`config.mk`:
```
export PLATFORM = sky130hd
export DESIGN_NAME = fetch_frontend
export DESIGN_NICKNAME = d
export VERILOG_FILES = /design/src/rtl/fetch_frontend.sv
export SDC_FILE = /design/constraint.sdc
export NUM_CORES = 1
export LEC_CHECK = 0
export ABC_AREA = 0
export CAP_MARGIN = 10
export CORE_UTILIZATION = 55
export DETAILED_ROUTE_END_ITERATION = 6
export PLACE_DENSITY = 0.79
export RECOVER_POWER = 100
export SLEW_MARGIN = 10
export SYNTH_ARGS = -nofsm -noshare
export SYNTH_HDL_FRONTEND = slang
export SYNTH_SLANG_ARGS = --single-unit
```
`constraint.sdc`:
```
create_clock -name clk_i -period 16.1 [get_ports clk_i]
set_input_delay 2.415 -clock clk_i [delete_from_list [all_inputs] [get_ports clk_i]]
set_output_delay 2.415 -clock clk_i [all_outputs]
set_load 0.01 [all_outputs]
```
`src/rtl/fetch_frontend.sv`:
```
// fetch_frontend: in-order instruction fetch with prefetch queue, stall hold and redirect flush feeding IF/ID
module fetch_frontend #(
   parameter int unsigned     XLEN     = 32,
   parameter int unsigned     PC_STEP  = 1,
   parameter int unsigned     DEPTH    = 4,
   parameter logic [XLEN-1:0] RESET_PC = '0
) (
   input  logic                       clk_i,
   input  logic                       rst_ni,
   output logic                       imem_req_valid_o,
   output logic [XLEN-1:0]            imem_req_addr_o,
   input  logic                       imem_req_ready_i,
   input  logic                       imem_rsp_valid_i,
   input  logic [31:0]                imem_rsp_data_i,
   input  logic                       redirect_i,
   input  logic [XLEN-1:0]            redirect_pc_i,
   input  logic                       stall_i,
   output logic                       ifid_valid_o,
   output logic [31:0]                ifid_ir_o,
   output logic [XLEN-1:0]            ifid_pc_o,
   output logic [$clog2(DEPTH):0]     q_count_o
);
   localparam int unsigned AW = $clog2(DEPTH);
   localparam int unsigned CW = AW + 1;
   localparam logic [31:0] NOP = 32'h0000_0013;
   localparam logic [XLEN-1:0] STEP = XLEN'(PC_STEP);
   typedef enum logic {FETCH, DRAIN} state_e;
   state_e state_q, state_d;
   logic go_q, fire, enq, deq;
   logic [CW-1:0] out_q, out_d, drop_q, drop_d, count_q;
   logic [AW-1:0] wr_q, rd_q;
   logic [XLEN-1:0] req_pc_q, rsp_pc_q, ifid_pc_q, ifid_pc_d;
   logic [31:0] ifid_ir_q, ifid_ir_d;
   logic ifid_valid_q, ifid_valid_d;
   logic [31:0] ir_mem [DEPTH];
   logic [XLEN-1:0] pc_mem [DEPTH];

   // go_q keeps the request port quiet for the first cycle after reset release
   assign imem_req_valid_o = go_q && state_q == FETCH && (out_q + count_q) < CW'(DEPTH);
   assign imem_req_addr_o  = req_pc_q;
   assign fire  = imem_req_valid_o && imem_req_ready_i;
   assign enq   = imem_rsp_valid_i && state_q == FETCH && !redirect_i;
   assign deq   = !redirect_i && !stall_i && count_q != '0;
   assign out_d = out_q + CW'(fire) - CW'(imem_rsp_valid_i);
   assign ifid_valid_o = ifid_valid_q;
   assign ifid_ir_o    = ifid_ir_q;
   assign ifid_pc_o    = ifid_pc_q;
   assign q_count_o    = count_q;

   // Next state, drop accounting and IF/ID next value (redirect > stall > advance)
   always_comb begin
      state_d      = state_q;
      drop_d       = drop_q;
      if (redirect_i) begin
         drop_d  = out_d;
         state_d = (out_d != '0) ? DRAIN : FETCH;
      end else if (state_q == DRAIN) begin
         drop_d  = drop_q - CW'(imem_rsp_valid_i);
         state_d = (drop_d == '0) ? FETCH : DRAIN;
      end
      ifid_valid_d = redirect_i ? 1'b0 : stall_i ? ifid_valid_q : deq;
      ifid_ir_d    = redirect_i ? NOP : stall_i ? ifid_ir_q : deq ? ir_mem[rd_q] : NOP;
      ifid_pc_d    = deq ? pc_mem[rd_q] : ifid_pc_q;
   end

   // Control state, PCs, queue pointers and IF/ID register
   always_ff @(posedge clk_i or negedge rst_ni) begin
      if (!rst_ni) begin
         state_q      <= FETCH;
         go_q         <= 1'b0;
         out_q        <= '0;
         drop_q       <= '0;
         count_q      <= '0;
         wr_q         <= '0;
         rd_q         <= '0;
         req_pc_q     <= RESET_PC;
         rsp_pc_q     <= RESET_PC;
         ifid_valid_q <= 1'b0;
         ifid_ir_q    <= NOP;
         ifid_pc_q    <= '0;
      end else begin
         state_q      <= state_d;
         go_q         <= 1'b1;
         out_q        <= out_d;
         drop_q       <= drop_d;
         count_q      <= redirect_i ? '0 : count_q + CW'(enq) - CW'(deq);
         wr_q         <= redirect_i ? '0 : wr_q + AW'(enq);
         rd_q         <= redirect_i ? '0 : rd_q + AW'(deq);
         req_pc_q     <= redirect_i ? redirect_pc_i : fire ? req_pc_q + STEP : req_pc_q;
         rsp_pc_q     <= redirect_i ? redirect_pc_i : enq ? rsp_pc_q + STEP : rsp_pc_q;
         ifid_valid_q <= ifid_valid_d;
         ifid_ir_q    <= ifid_ir_d;
         ifid_pc_q    <= ifid_pc_d;
      end
   end

   // Queue storage; no reset needed since occupancy gates every read
   always_ff @(posedge clk_i) begin
      if (enq) begin
         ir_mem[wr_q] <= imem_rsp_data_i;
         pc_mem[wr_q] <= rsp_pc_q;
      end
   end

   a_rsp_expected: assert property (@(posedge clk_i) disable iff (!rst_ni) imem_rsp_valid_i |-> out_q != '0);
endmodule
```
==> qor.csv <==
metric;value;unit
clock_path_buffers;3;
p_per_area;135.5;mW/mm²
drt-vias-per-instance;5.921;
max_stage_delay;2950;ps
num_io_pins;171;
path_buf_inv;2;
grt_pass1_vias;9560;
synth_cell_type_count;64;
crit_type;in2async;
reg2reg_from;q_count_o[2];
core.rowCount;62;
tritoncts;built;
postRouteAntennaNets;0;
syn_to_final_growth;20.05;%
finalNetCount;1256;
cp.required;15810;ps
period_needed;8605;ps
synth_edf_count;256;
synth_nets;1075;
cts_buffers;40;
hold_class;reg2reg;
netlist_area;0.01624;mm²
dr.first_iter.drc_count;672;
wl;33.56;mm
syn_avg_cell_area;16.37;µm²
clkSlewWorstSetupHoldPaths;60;ps
cts_hold_buffers;0;
drive_gt1_share;15.61;%
ys_seq_area_share;69.57;%
synth_flop_cell;edfxtp_1;
startpoint;rst_ni;
worst_slew_pin_slew;4181;ps
grt_pass1_wl;52.82;mm
cp.arrival;8320;ps
cp-end-kind;async pin;
synthArstFlopShare;36.00;%
leakage;7.106;nW
fin_tns_setup;0;ps
final_common_cell;edfxtp_1;
grtUsageTotal;22.69;%
violations;max-capacitance violations, max-slew violations;
critPathSlowestCell;clkbuf_1;
crit_chain;clkbuf_1, clkbuf_1;
rsz0062_at_grt;false;
cp_top_family;buffers and inverters;
cts_num_sinks;400;
fmax;0.1162;GHz
htree_num_levels;2;
overflow;0;
utilization;67.54;%
place_congestion;0.8079;
final_area;0.01949;mm²
slew_headroom;-178.7;%
fin_ws;7495;ps
cts_root_buf;clkbuf_16;
setup_viol_count_final;0;
pre_cts_slack;10990;ps
crit_path_frequent_cell;clkbuf_1;
die_x;173.8;µm
hold_start;ifid_pc_o[3];
grt_max_degree;75;
hold_viol;0;
skew;12.60;ps
dieHeight;173.8;µm
remaining_drc_errors;0;
antenna_found_initial;0;
io_buffers;170;
finalMaxSlewViolations;590;
cts_setup_buffers;0;
peakVddDrop;0.00008173;V
synth.ff_latch_count;400;
worst-path-max-fanout;74;
clk_latency;530;ps
core-area;0.02886;mm²
via_count;9409;
firstDrtPassIters;5;
yosysWarningCount;0;
initial_core_util;56.26;%
netlist_instances;992;
drv_cap;10;
mostFrequentLayoutCells;edfxtp_1, dfrtp_1, dlygate4sd3_1;
placed_cell_area;0.01833;mm²
die_area;0.03021;mm²
hpwl;20.18;mm
outcome;complete, but fails checks;
fin_crit_sh;53.45;%
post_drt_wl_per_cell;21.12;µm
cp-start-kind;input port;
cts.repair.resized;0;
-- logic make-up (layout without fill, tap and decap cells) --
kind of cell | Yosys count | in the layout | share of synthesized area (%)
and+or+nand+nor | 268 | 268 | 8.801
adders and majority gates | 13 | 13 | 1.094
AOI/OAI and AO/OA | 83 | 83 | 3.753
DFF | 400 | 400 | 69.57
muxes | 104 | 104 | 11.64
other | 1 | 2 | 0.02310
buffers and inverters | 61 | 273 | 1.726
xor gates and xnor gates | 62 | 62 | 3.391
-- metrics by stage --
step                cells  hold WS (ps)  power (mW)
floorplan             992         476.0       1.572
global placement     1515         459.0       1.794
detailed placement   1515         466.8       1.808
CTS                  1588         481.9       2.689
global route         1588         497.0       2.750
finish               1589         471.0       2.641
-- synth_stat cells (all sizes together), types with 2 or more instances --
cell     instances  area (µm²)
or2              2       12.51
nand3           19       112.6
nand2          122       457.9
o21ai            9       45.04
a311oi           2       17.52
and2             4       25.02
o31a             3       26.28
xnor2           45       401.6
nor2b            8       50.05
o22a             3       26.28
a22o            29       254.0
xor2            17       148.9
nand4           31       209.0
a21oi           20       100.1
a31oi            6       43.79
mux2            39       439.2
edfxtp         256        7687
mux4            64        1441
ha              11       137.6
fa               2       40.04
buf             17       95.09
a21boi           2       15.01
nand4b           4       50.05
nor3             9       61.31
and4             6       52.55
inv             16       60.06
o2111ai          4       35.03
nor3b            2       15.01
dfrtp          141        3528
and3             9       58.80
nor2            29       116.4
nand2b           4       25.02
nand3b           3       26.27
dfstp            3       78.83
or3              5       31.28
clkbuf          27       121.4
a41o             2       21.27
nor4            10       117.6
-- layer usage --
metal	part of all wire [%]	GRT usage, %
met1	43	31.97
met2	49	37.37
met3	5.8	3.443
met4	1.5	5.885
met5	0	0
-- area by class of cell --
type | instances | area (µm²)
Antenna cell | 1 | 2.502
Tap cell | 384 | 480.5
Fill cell | 1950 | 9366
Sequential cell | 400 | 11300
Inverter | 17 | 63.81
Timing Repair Buffer | 183 | 1759
Clock buffer | 55 | 1089
Multi-Input combinational cell | 531 | 4648
Clock inverter | 18 | 148.9
-- flip-flops by register name (all words and copies together), names as in the netlist --
signal	count
drop_q	3
imem_req_addr_o	32
q_count_o	3
ifid_pc_o	32
ir_mem	128
wr_q	2
rsp_pc_q	32
ifid_valid_o	1
go_q	1
state_q	1
out_q	3
ifid_ir_o	32
rd_q	2
pc_mem	128
-- where the power goes --
part	internal, mW	switching [mW]	total, mW
clock	0.507	0.372	0.879
sequential	1.20	0.0866	1.29
combinational	0.238	0.238	0.476
total	1.94	0.696	2.64
-- worst paths after layout --
kind | slack (ps) | depth (start not counted) | end
max | 7490 | 2 | rsp_pc_q[26]
min | 470 | 2 | ifid_pc_o[3]
max reg2reg | 11140 | 7 | rd_q[0]
min reg2reg | 470 | 2 | ifid_pc_o[3]
max in group clk_i | 8400 | 9 | rd_q[1]
min in group asynchronous | 3320 | 1 | ifid_ir_o[3]
-- worst min-delay path, delay by kind of cell, from the launching register on --
| family | cells | cell delay (ps) |
|---|---|---|
| DFF | 1 | 340 |
| and+or+nand+nor | 2 | 100 |
Note: power is estimated with default switching activity, not from simulation.
